<file path="config.mk">
export PLATFORM = sky130hd
export DESIGN_NAME = mem_bist_ctrl
export DESIGN_NICKNAME = d
export VERILOG_FILES = /design/src/rtl/mem_bist_ctrl.sv
export SDC_FILE = /design/constraint.sdc
export NUM_CORES = 1
export LEC_CHECK = 0
export CAP_MARGIN = 10
export CORE_AREA = 5 5 111 92
export DETAILED_ROUTE_END_ITERATION = 12
export DIE_AREA = 0 0 116 97
export PLACE_DENSITY = 0.69
export SETUP_SLACK_MARGIN = 0.05
export SLEW_MARGIN = 10
export SYNTH_ARGS = -nofsm -noshare
export SYNTH_HDL_FRONTEND = slang
export SYNTH_SLANG_ARGS = --single-unit
export TNS_END_PERCENT = 10
</file>
<file path="constraint.sdc">
create_clock -name clk -period 4.5 [get_ports clk]
set_clock_uncertainty 0.2 [all_clocks]
set_input_delay 1.125 -clock clk [delete_from_list [all_inputs] [get_ports clk]]
set_output_delay 1.125 -clock clk [all_outputs]
set_load 0.005 [all_outputs]
</file>
<file path="src/rtl/mem_bist_ctrl.sv">
// Two-phase pattern BIST controller for a dual-port RAM: writes P(a), reads back and compares,
// then repeats with ~P(a). Reports pass/fail, mismatch count and the first failing address/phase.
module mem_bist_ctrl #(
  parameter int unsigned D_WIDTH = 16,
  parameter int unsigned A_WIDTH = 4
) (
  input  logic               clk,
  input  logic               rst_n,
  input  logic               start,
  input  logic [D_WIDTH-1:0] seed,
  output logic               busy,
  output logic               done,
  output logic               pass,
  output logic [A_WIDTH+1:0] err_count,
  output logic [A_WIDTH-1:0] first_err_addr,
  output logic               first_err_phase,
  output logic               en_write,
  output logic               write_enable,
  output logic [A_WIDTH-1:0] address_write,
  output logic [D_WIDTH-1:0] data_write,
  output logic               en_read,
  output logic [A_WIDTH-1:0] address_read,
  input  logic [D_WIDTH-1:0] data_read
);

  localparam int unsigned C_WIDTH = A_WIDTH + 2;
  localparam logic [A_WIDTH-1:0] ADDR_LAST = {A_WIDTH{1'b1}};
  localparam logic [C_WIDTH-1:0] CNT_MAX   = {C_WIDTH{1'b1}};

  typedef enum logic [2:0] {
    S_IDLE  = 3'd0,
    S_WR    = 3'd1,
    S_RD    = 3'd2,
    S_DRAIN = 3'd3,
    S_DONE  = 3'd4
  } state_e;

  state_e               state_q, state_d;
  logic [A_WIDTH-1:0]   addr_q, addr_d;
  logic                 phase_q, phase_d;
  logic [D_WIDTH-1:0]   seed_q, seed_d;
  logic                 cmp_valid_q, cmp_valid_d;
  logic [A_WIDTH-1:0]   cmp_addr_q, cmp_addr_d;
  logic [C_WIDTH-1:0]   err_count_q, err_count_d;
  logic [A_WIDTH-1:0]   first_err_addr_q, first_err_addr_d;
  logic                 first_err_phase_q, first_err_phase_d;
  logic                 pass_q, pass_d;
  logic                 done_q, done_d;
  logic                 busy_q, busy_d;
  logic                 en_write_q, en_write_d;
  logic                 write_enable_q, write_enable_d;
  logic [A_WIDTH-1:0]   address_write_q, address_write_d;
  logic [D_WIDTH-1:0]   data_write_q, data_write_d;
  logic                 en_read_q, en_read_d;
  logic [A_WIDTH-1:0]   address_read_q, address_read_d;

  // Test word for address a; phase 1 uses the bitwise inverse.
  function automatic logic [D_WIDTH-1:0] pattern(input logic [D_WIDTH-1:0] s,
                                                 input logic [A_WIDTH-1:0] a,
                                                 input logic               inv);
    logic [D_WIDTH-1:0] p;
    p = s + D_WIDTH'(a);
    return inv ? ~p : p;
  endfunction

  always_ff @(posedge clk or negedge rst_n) begin
    if (!rst_n) begin
      state_q           <= S_IDLE;
      addr_q            <= '0;
      phase_q           <= 1'b0;
      seed_q            <= '0;
      cmp_valid_q       <= 1'b0;
      cmp_addr_q        <= '0;
      err_count_q       <= '0;
      first_err_addr_q  <= '0;
      first_err_phase_q <= 1'b0;
      pass_q            <= 1'b0;
      done_q            <= 1'b0;
      busy_q            <= 1'b0;
      en_write_q        <= 1'b0;
      write_enable_q    <= 1'b0;
      address_write_q   <= '0;
      data_write_q      <= '0;
      en_read_q         <= 1'b0;
      address_read_q    <= '0;
    end else begin
      state_q           <= state_d;
      addr_q            <= addr_d;
      phase_q           <= phase_d;
      seed_q            <= seed_d;
      cmp_valid_q       <= cmp_valid_d;
      cmp_addr_q        <= cmp_addr_d;
      err_count_q       <= err_count_d;
      first_err_addr_q  <= first_err_addr_d;
      first_err_phase_q <= first_err_phase_d;
      pass_q            <= pass_d;
      done_q            <= done_d;
      busy_q            <= busy_d;
      en_write_q        <= en_write_d;
      write_enable_q    <= write_enable_d;
      address_write_q   <= address_write_d;
      data_write_q      <= data_write_d;
      en_read_q         <= en_read_d;
      address_read_q    <= address_read_d;
    end
  end

  always_comb begin
    state_d           = state_q;
    addr_d            = addr_q;
    phase_d           = phase_q;
    seed_d            = seed_q;
    cmp_valid_d       = 1'b0;
    cmp_addr_d        = cmp_addr_q;
    err_count_d       = err_count_q;
    first_err_addr_d  = first_err_addr_q;
    first_err_phase_d = first_err_phase_q;
    pass_d            = pass_q;
    done_d            = 1'b0;

    // Read data returns one cycle after its address; compare against the word requested then.
    if (cmp_valid_q && (data_read != pattern(seed_q, cmp_addr_q, phase_q))) begin
      if (err_count_q == '0) begin
        first_err_addr_d  = cmp_addr_q;
        first_err_phase_d = phase_q;
      end
      if (err_count_q != CNT_MAX) begin
        err_count_d = err_count_q + C_WIDTH'(1);
      end
    end

    case (state_q)
      S_IDLE: begin
        if (start) begin
          state_d           = S_WR;
          addr_d            = '0;
          phase_d           = 1'b0;
          seed_d            = seed;
          err_count_d       = '0;
          first_err_addr_d  = '0;
          first_err_phase_d = 1'b0;
          pass_d            = 1'b0;
        end
      end
      S_WR: begin
        addr_d = addr_q + A_WIDTH'(1);
        if (addr_q == ADDR_LAST) begin
          state_d = S_RD;
        end
      end
      S_RD: begin
        cmp_valid_d = 1'b1;
        cmp_addr_d  = addr_q;
        addr_d      = addr_q + A_WIDTH'(1);
        if (addr_q == ADDR_LAST) begin
          state_d = S_DRAIN;
        end
      end
      S_DRAIN: begin
        addr_d = '0;
        if (!phase_q) begin
          state_d = S_WR;
          phase_d = 1'b1;
        end else begin
          state_d = S_DONE;
          done_d  = 1'b1;
          pass_d  = (err_count_d == '0);
        end
      end
      S_DONE: begin
        state_d = S_IDLE;
      end
      default: begin
        state_d = S_IDLE;
      end
    endcase

    // RAM port controls are decoded from the next state so they leave straight from flops.
    busy_d          = (state_d == S_WR) || (state_d == S_RD) || (state_d == S_DRAIN);
    en_write_d      = (state_d == S_WR);
    write_enable_d  = en_write_d;
    address_write_d = en_write_d ? addr_d : '0;
    data_write_d    = en_write_d ? pattern(seed_d, addr_d, phase_d) : '0;
    en_read_d       = (state_d == S_RD);
    address_read_d  = en_read_d ? addr_d : '0;
  end

  assign busy            = busy_q;
  assign done            = done_q;
  assign pass            = pass_q;
  assign err_count       = err_count_q;
  assign first_err_addr  = first_err_addr_q;
  assign first_err_phase = first_err_phase_q;
  assign en_write        = en_write_q;
  assign write_enable    = write_enable_q;
  assign address_write   = address_write_q;
  assign data_write      = data_write_q;
  assign en_read         = en_read_q;
  assign address_read    = address_read_q;

endmodule
</file>
Word level (Yosys, flattened, before mapping)
Cells that the tools add are included.
- register bits after elaboration: 69
- logic and storage cells: 77
- add/subtract/negate cells: 4
- equality and inequality tests: 11
- mux-type cells: 34
- bitwise logic cells: 2
- reductions and logical operators: 9
- operator list (cell ; count):
    $mux 16 ; 5
    $add 16x4->16 ; 2
    $not 16->16 ; 2
    $mux 4 ; 7
    $mux 6 ; 4
    $ne 16x16->1 ; 1
    $eq 3x2->1 const B ; 4
    $logic_not 6->1 ; 2
    $mux 3 ; 4
    $pmux 3 s4 ; 1
    $pmux 4 s3 ; 1
    $mux 1 ; 10
    $add 6x1->6 const B ; 1
    $eq 3x1->1 const B ; 2
    $ne 6x6->1 const B ; 1
    $add 4x1->4 const B ; 1
    $eq 4x4->1 const B ; 1
    $ne 2x2->1 const B ; 2
    $pmux 1 s2 ; 2
    $logic_not 3->1 ; 1
    $reduce_and 3->1 ; 1
    $logic_or 1x1->1 ; 2
    $reduce_bool 2->1 ; 1
    $reduce_or 2->1 ; 1
    $logic_and 1x1->1 ; 1

Logic depth before layout (Yosys ltp)
- depth in word-level cells: 9
- gate-level depth with buffers: 15
- depth with buffers taken out: 13

Worst setup path after synthesis
No wires, ideal clock.
- path kind: input -> register
- from: input start
- to: register data_write_q[4], in the netlist data_write[4]
- arrival time: 4.100 ns
- required time: 4.168 ns
- setup slack: 0.068 ns
- stages on the path: 11
- path through: nor4b_1 > buf_2 > buf_1 > mux2_2 > ha_1 > fa_1 > a21o_1 > a21oi_1 > xnor2_1 > xnor2_1 > nor2_1
- word-level cells in the longest chain between the ends: 6
- ends and longest elaborated chain (item ; line ; text):
    start: declaration ; 9 ; input logic start,
    $mux 16 (*) ; 134 ; if (start) begin
    $mux 16 (*) ; 132 ; case (state_q)
    net seed_d[0] ; 41 ; logic [D_WIDTH-1:0] seed_q, seed_d;
    $add 16x4->16 (*) ; 62 ; p = s + D_WIDTH'(a);
    $not 16->16 ; 63 ; return inv ? ~p : p;
    $mux 16 (*) ; 63 ;
    $mux 16 (*) ; 183 ; data_write_d = en_write_d ? pattern(seed_d, addr_d, phase_d) : '0;
    net data_write_d[4] ; 53 ; logic [D_WIDTH-1:0] data_write_q, data_write_d;
    end signal: assignment ; 102 ; data_write_q <= data_write_d;
    end: declaration ; 53 ;
Mark *: on every way through the listed nets, which the timed path passes. The rest lies on a longest branch.
A chain may end at the register's enable or synchronous reset.

Final worst setup path
- from: input start
- to: register data_write_q[7], in the netlist data_write[7]
Same word-level chain as after synthesis.

==> report_table.html <==
<table>
<tr><th>Metric</th><th>Value</th></tr>
<tr><th colspan="2">Clock network</th></tr>
<tr><td>Sink Count</td><td>69</td></tr>
<tr><td>Post-CTS Setup Inserts</td><td>0</td></tr>
<tr><td>Hold-fix buffers at CTS</td><td>0</td></tr>
<tr><td>Post-CTS clock slew at the launch and capture registers of the worst setup and hold paths</td><td>0.06 ns</td></tr>
<tr><td>Cell at the root of the clock tree</td><td>clkbuf_16</td></tr>
<tr><td>Post-CTS resize count</td><td>0</td></tr>
<tr><td>Clock tree from TritonCTS</td><td>yes</td></tr>
<tr><td>Cts bufs inserted</td><td>9</td></tr>
<tr><td>Clock latency on the worst-skew pair</td><td>0.33 ns</td></tr>
<tr><td>Max Buffers Root-to-Sink</td><td>2</td></tr>
<tr><td>H-tree Lvls</td><td>3</td></tr>
<tr><th colspan="2">Timing</th></tr>
<tr><td>Total Negative Setup Slacks</td><td>0 ns</td></tr>
<tr><td>Setup repair after global routing missed its margin</td><td>no</td></tr>
<tr><td>Worst slew slack as a fraction of its limit</td><td>0.3756</td></tr>
<tr><td>Final critical path time including I/O delays and setup</td><td>4.006 ns</td></tr>
<tr><td>Number of endpoints failing setup at the final stage</td><td>0</td></tr>
<tr><td>Worst Tran Pin Value</td><td>0.9367 ns</td></tr>
<tr><td>Maximum frequency from static timing analysis</td><td>249.6 MHz</td></tr>
<tr><td>Number of max-slew violations in the final report</td><td>0</td></tr>
<tr><td>Part of the cycle the worst path needs</td><td>0.8902</td></tr>
<tr><td>Final hold viol count</td><td>0</td></tr>
<tr><th colspan="2">Detailed routing</th></tr>
<tr><td>Number of iterations in the first detailed-routing pass</td><td>4</td></tr>
<tr><td>Number of remaining DRC errors</td><td>0</td></tr>
<tr><td>Post-detailed-routing wire length</td><td>9711 um</td></tr>
<tr><td>Number of nets with antenna violations after routing</td><td>0</td></tr>
<tr><td>Routed wl met2</td><td>4342 um</td></tr>
<tr><td>Detailed Route Iter0 Violations</td><td>135</td></tr>
<tr><td>Metal3 WL</td><td>527 um</td></tr>
<tr><td>Routed metal-1 wire length</td><td>4716 um</td></tr>
<tr><td>Total number of vias</td><td>3160</td></tr>
<tr><td>Drt via density</td><td>5.293</td></tr>
<tr><td>Topmost layer with routed signal wires</td><td>met4</td></tr>
<tr><td>Routed wire length per instance</td><td>16.27 um</td></tr>
<tr><th colspan="2">Cells and area</th></tr>
<tr><td>Number of nets in the layout</td><td>525</td></tr>
<tr><td>Highest-count cells in the layout ignoring fill and taps</td><td>clkdlybuf4s50_1, dfrtp_1, xnor2_1, nor2_1, inv_1</td></tr>
<tr><td>Number of diodes added for antenna fixing</td><td>0</td></tr>
<tr><td>Fraction of layout cells with a size suffix above 1</td><td>0.09959</td></tr>
<tr><td>Leading cell type in the layout, fill and taps excluded</td><td>clkdlybuf4s50_1</td></tr>
<tr><td>Area added between synthesis and finish</td><td>29.67%</td></tr>
<tr><th colspan="2">Critical path</th></tr>
<tr><td>CP startpoint</td><td>start</td></tr>
<tr><td>Setup crit end kind</td><td>register</td></tr>
<tr><td>Largest delay share family, worst path</td><td>buffers and inverters</td></tr>
<tr><td>Worst stage delay on the critical path</td><td>0.52 ns</td></tr>
<tr><td>Arrival @ worst endpoint</td><td>4.02 ns</td></tr>
<tr><td>Reg2Reg Launch Point</td><td>seed_q[0]</td></tr>
<tr><td>Required time of the worst setup path</td><td>4.52 ns</td></tr>
<tr><td>CP max stage cell</td><td>clkdlybuf4s50_1</td></tr>
<tr><td>Max Fanout on Critical Path</td><td>17</td></tr>
<tr><td>Worst setup SP type</td><td>input port</td></tr>
<tr><td>Buffers plus inverters on the worst setup path</td><td>3</td></tr>
<tr><td>Cell-by-cell listing of the critical path</td><td>clkdlybuf4s50_1 &gt; nor4b_2 &gt; buf_4 &gt; nand2_1 &gt; o21ai_0 &gt; ha_1 &gt; a21o_1 &gt; a21oi_1 &gt; inv_1 &gt; a21oi_1 &gt; or2_2 &gt; nor3_1 &gt; xnor2_1 &gt; and2_1</td></tr>
<tr><td>CP Class</td><td>input port to register</td></tr>
<tr><td>Library cell appearing most often on the critical path</td><td>a21oi_1</td></tr>
<tr><th colspan="2">GRT</th></tr>
<tr><td>Maximum number of pins on one net before global-route repair</td><td>57</td></tr>
<tr><td>Antenna violations before repair</td><td>0</td></tr>
<tr><td>Global-route wire length before repair</td><td>16390 um</td></tr>
<tr><td>Number of global-route vias before repair</td><td>3218</td></tr>
<tr><td>GRT Resource Usage Total</td><td>0.1842</td></tr>
<tr><td>GRT overflow</td><td>0</td></tr>
<tr><th colspan="2">Synth</th></tr>
<tr><td>Dominant register cell in the synthesized netlist</td><td>dfrtp_1</td></tr>
<tr><td>EDFF count, synth</td><td>0</td></tr>
<tr><td>Number of unique standard cell types used by synthesis</td><td>57</td></tr>
<tr><td>Synth Warn #</td><td>0</td></tr>
<tr><td>Post-Synthesis Net Count</td><td>447</td></tr>
<tr><td>Sequential cell area fraction in the yosys report</td><td>0.4323</td></tr>
<tr><td>Post-synthesis instance area</td><td>3994 um2</td></tr>
<tr><td>Post-synthesis average cell area</td><td>10.01 um2</td></tr>
<tr><td>Post-Synthesis Cells</td><td>399</td></tr>
<tr><td>Ys async rst share</td><td>1.000</td></tr>
<tr><td>Number of storage elements in the synthesis netlist</td><td>69</td></tr>
<tr><th colspan="2">Place</th></tr>
<tr><td>I/O Buffers</td><td>75</td></tr>
<tr><td>Half-perimeter wire length after placement</td><td>7142 um</td></tr>
<tr><td>Final weighted congestion in routability-driven placement</td><td>0.8524</td></tr>
<tr><th colspan="2">Die</th></tr>
<tr><td>Area of the placeable core</td><td>8921 um2</td></tr>
<tr><td>Vertical die dimension</td><td>97 um</td></tr>
<tr><td># rows</td><td>31</td></tr>
<tr><td>Initial Util</td><td>0.4477</td></tr>
<tr><td>Overall die area</td><td>11250 um2</td></tr>
<tr><td>Horizontal die dimension</td><td>116 um</td></tr>
<tr><td>Number of placed I/O pins</td><td>76</td></tr>
<tr><th colspan="2">Job</th></tr>
<tr><td>Count of max-cap constraint violations</td><td>0</td></tr>
<tr><th colspan="2">Run status</th></tr>
<tr><td>Status</td><td>complete, no violations</td></tr>
<tr><th colspan="2">Power and ir drop</th></tr>
<tr><td>Leakage</td><td>2.248 nW</td></tr>
<tr><td>PwrDens</td><td>307.1 nW/um2</td></tr>
<tr><td>PnR Total Power</td><td>1.590 mW</td></tr>
<tr><td>Maximum resistive drop on vdd</td><td>0.2046 mV</td></tr>
<tr><th colspan="2">Min path</th></tr>
<tr><td>Source of the worst hold timing path</td><td>first_err_phase</td></tr>
<tr><td>Class of the worst hold path</td><td>register to register</td></tr>
</table>
path summary, 6_finish.rpt:
check                                        to  slack (ns)  cells after the start
worst max-delay path              data_write[7]        0.49                     14
worst min-delay path            first_err_phase        0.33                      2
worst max register to register     err_count[3]        0.73                     12
worst min register to register  first_err_phase        0.33                      2
max in group asynchronous         cmp_addr_q[1]        2.59                      2
min in group asynchronous         data_write[9]        0.49                      1
power by group:
part	internal [mW]	total, mW	switching [mW]	leakage [nW]
clock network	0.449	0.716	0.268	0.144
logic	0.113	0.213	0.0999	1.24
registers	0.636	0.661	0.0244	0.862
total	1.20	1.59	0.392	2.25
worst min-delay path, cell delays in order, from the launching register on:
cell and delay [ns]:
dfrtp_1 0.34, mux2i_1 0.07, nor2_1 0.08
flip-flops by register name, summed over array words and instances (netlist names), 3 cells and up:
register        cells
address_read        4
data_write         16
first_err_addr      4
err_count           6
seed_q             16
address_write       4
addr_q              4
cmp_addr_q          4
state_q             3
layer usage:
metal,vias to the layer above,track usage
met2,69,0.2605
met1,1538,0.2727
met4,0,0.05977
li1,1541,-
met5,-,0
met3,12,0.04803
final cells by class:
class	count	area (um2)
Timing Repair Buffer	85	820.8
Multi-Input combinational cell	289	2100
Clock inverter	4	55.05
Sequential cell	69	1727
Clock buffer	12	246.5
Fill cell	807	3742
Inverter	23	86.33
Tap cell	115	143.9
Yosys cell counts (3+ instances only):
library cell / n / area [um2]
inv_1: 23 / 86.33
a211oi_1: 3 / 22.52
nand2b_1: 3 / 18.77
nand3_1: 13 / 65.06
buf_2: 4 / 20.02
mux2_2: 12 / 135.1
nor2b_1: 4 / 25.02
o21ai_0: 11 / 55.05
dfrtp_1: 69 / 1727
a21oi_1: 16 / 80.08
a31oi_1: 3 / 18.77
or3_1: 3 / 18.77
nand4_1: 8 / 50.05
mux2i_1: 14 / 140.1
and3_1: 7 / 43.79
xor2_1: 13 / 113.9
ha_1: 11 / 137.6
nor2_1: 45 / 168.9
o2111ai_1: 3 / 26.28
clkbuf_1: 10 / 37.54
nand2_1: 16 / 60.06
xnor2_1: 47 / 411.6
nor3_1: 14 / 70.07
and2_1: 4 / 25.02
cells by family (layout without fill, tap and decap cells):
| family | Yosys count | in the layout | synth area share |
|---|---|---|---|
| simple gates | 129 | 129 | 0.1613 |
| flops | 69 | 69 | 0.4323 |
| xor+xnor | 61 | 61 | 0.1372 |
| compound gates | 59 | 59 | 0.1084 |
| buf+inv | 41 | 124 | 0.04354 |
| mux | 27 | 27 | 0.07268 |
| fa+ha+maj | 13 | 13 | 0.04449 |
through the flow:
stage	setup WS, ns	hold slack, ns	util	std cells	area [um2]
4_1_cts	0.4961	0.3332	0.5805	597	5179
5_1_grt	0.1438	0.3591	0.5805	597	5179
6_report	0.4943	0.3311	0.5805	597	5179
3_3_place_gp	0.2458	0.3176	0.5467	581	4877
3_5_place_dp	0.1523	0.3208	0.5467	581	4877
2_1_floorplan	0.06779	0.2964	-	399	3994
Power figures use the tool's default switching activity.
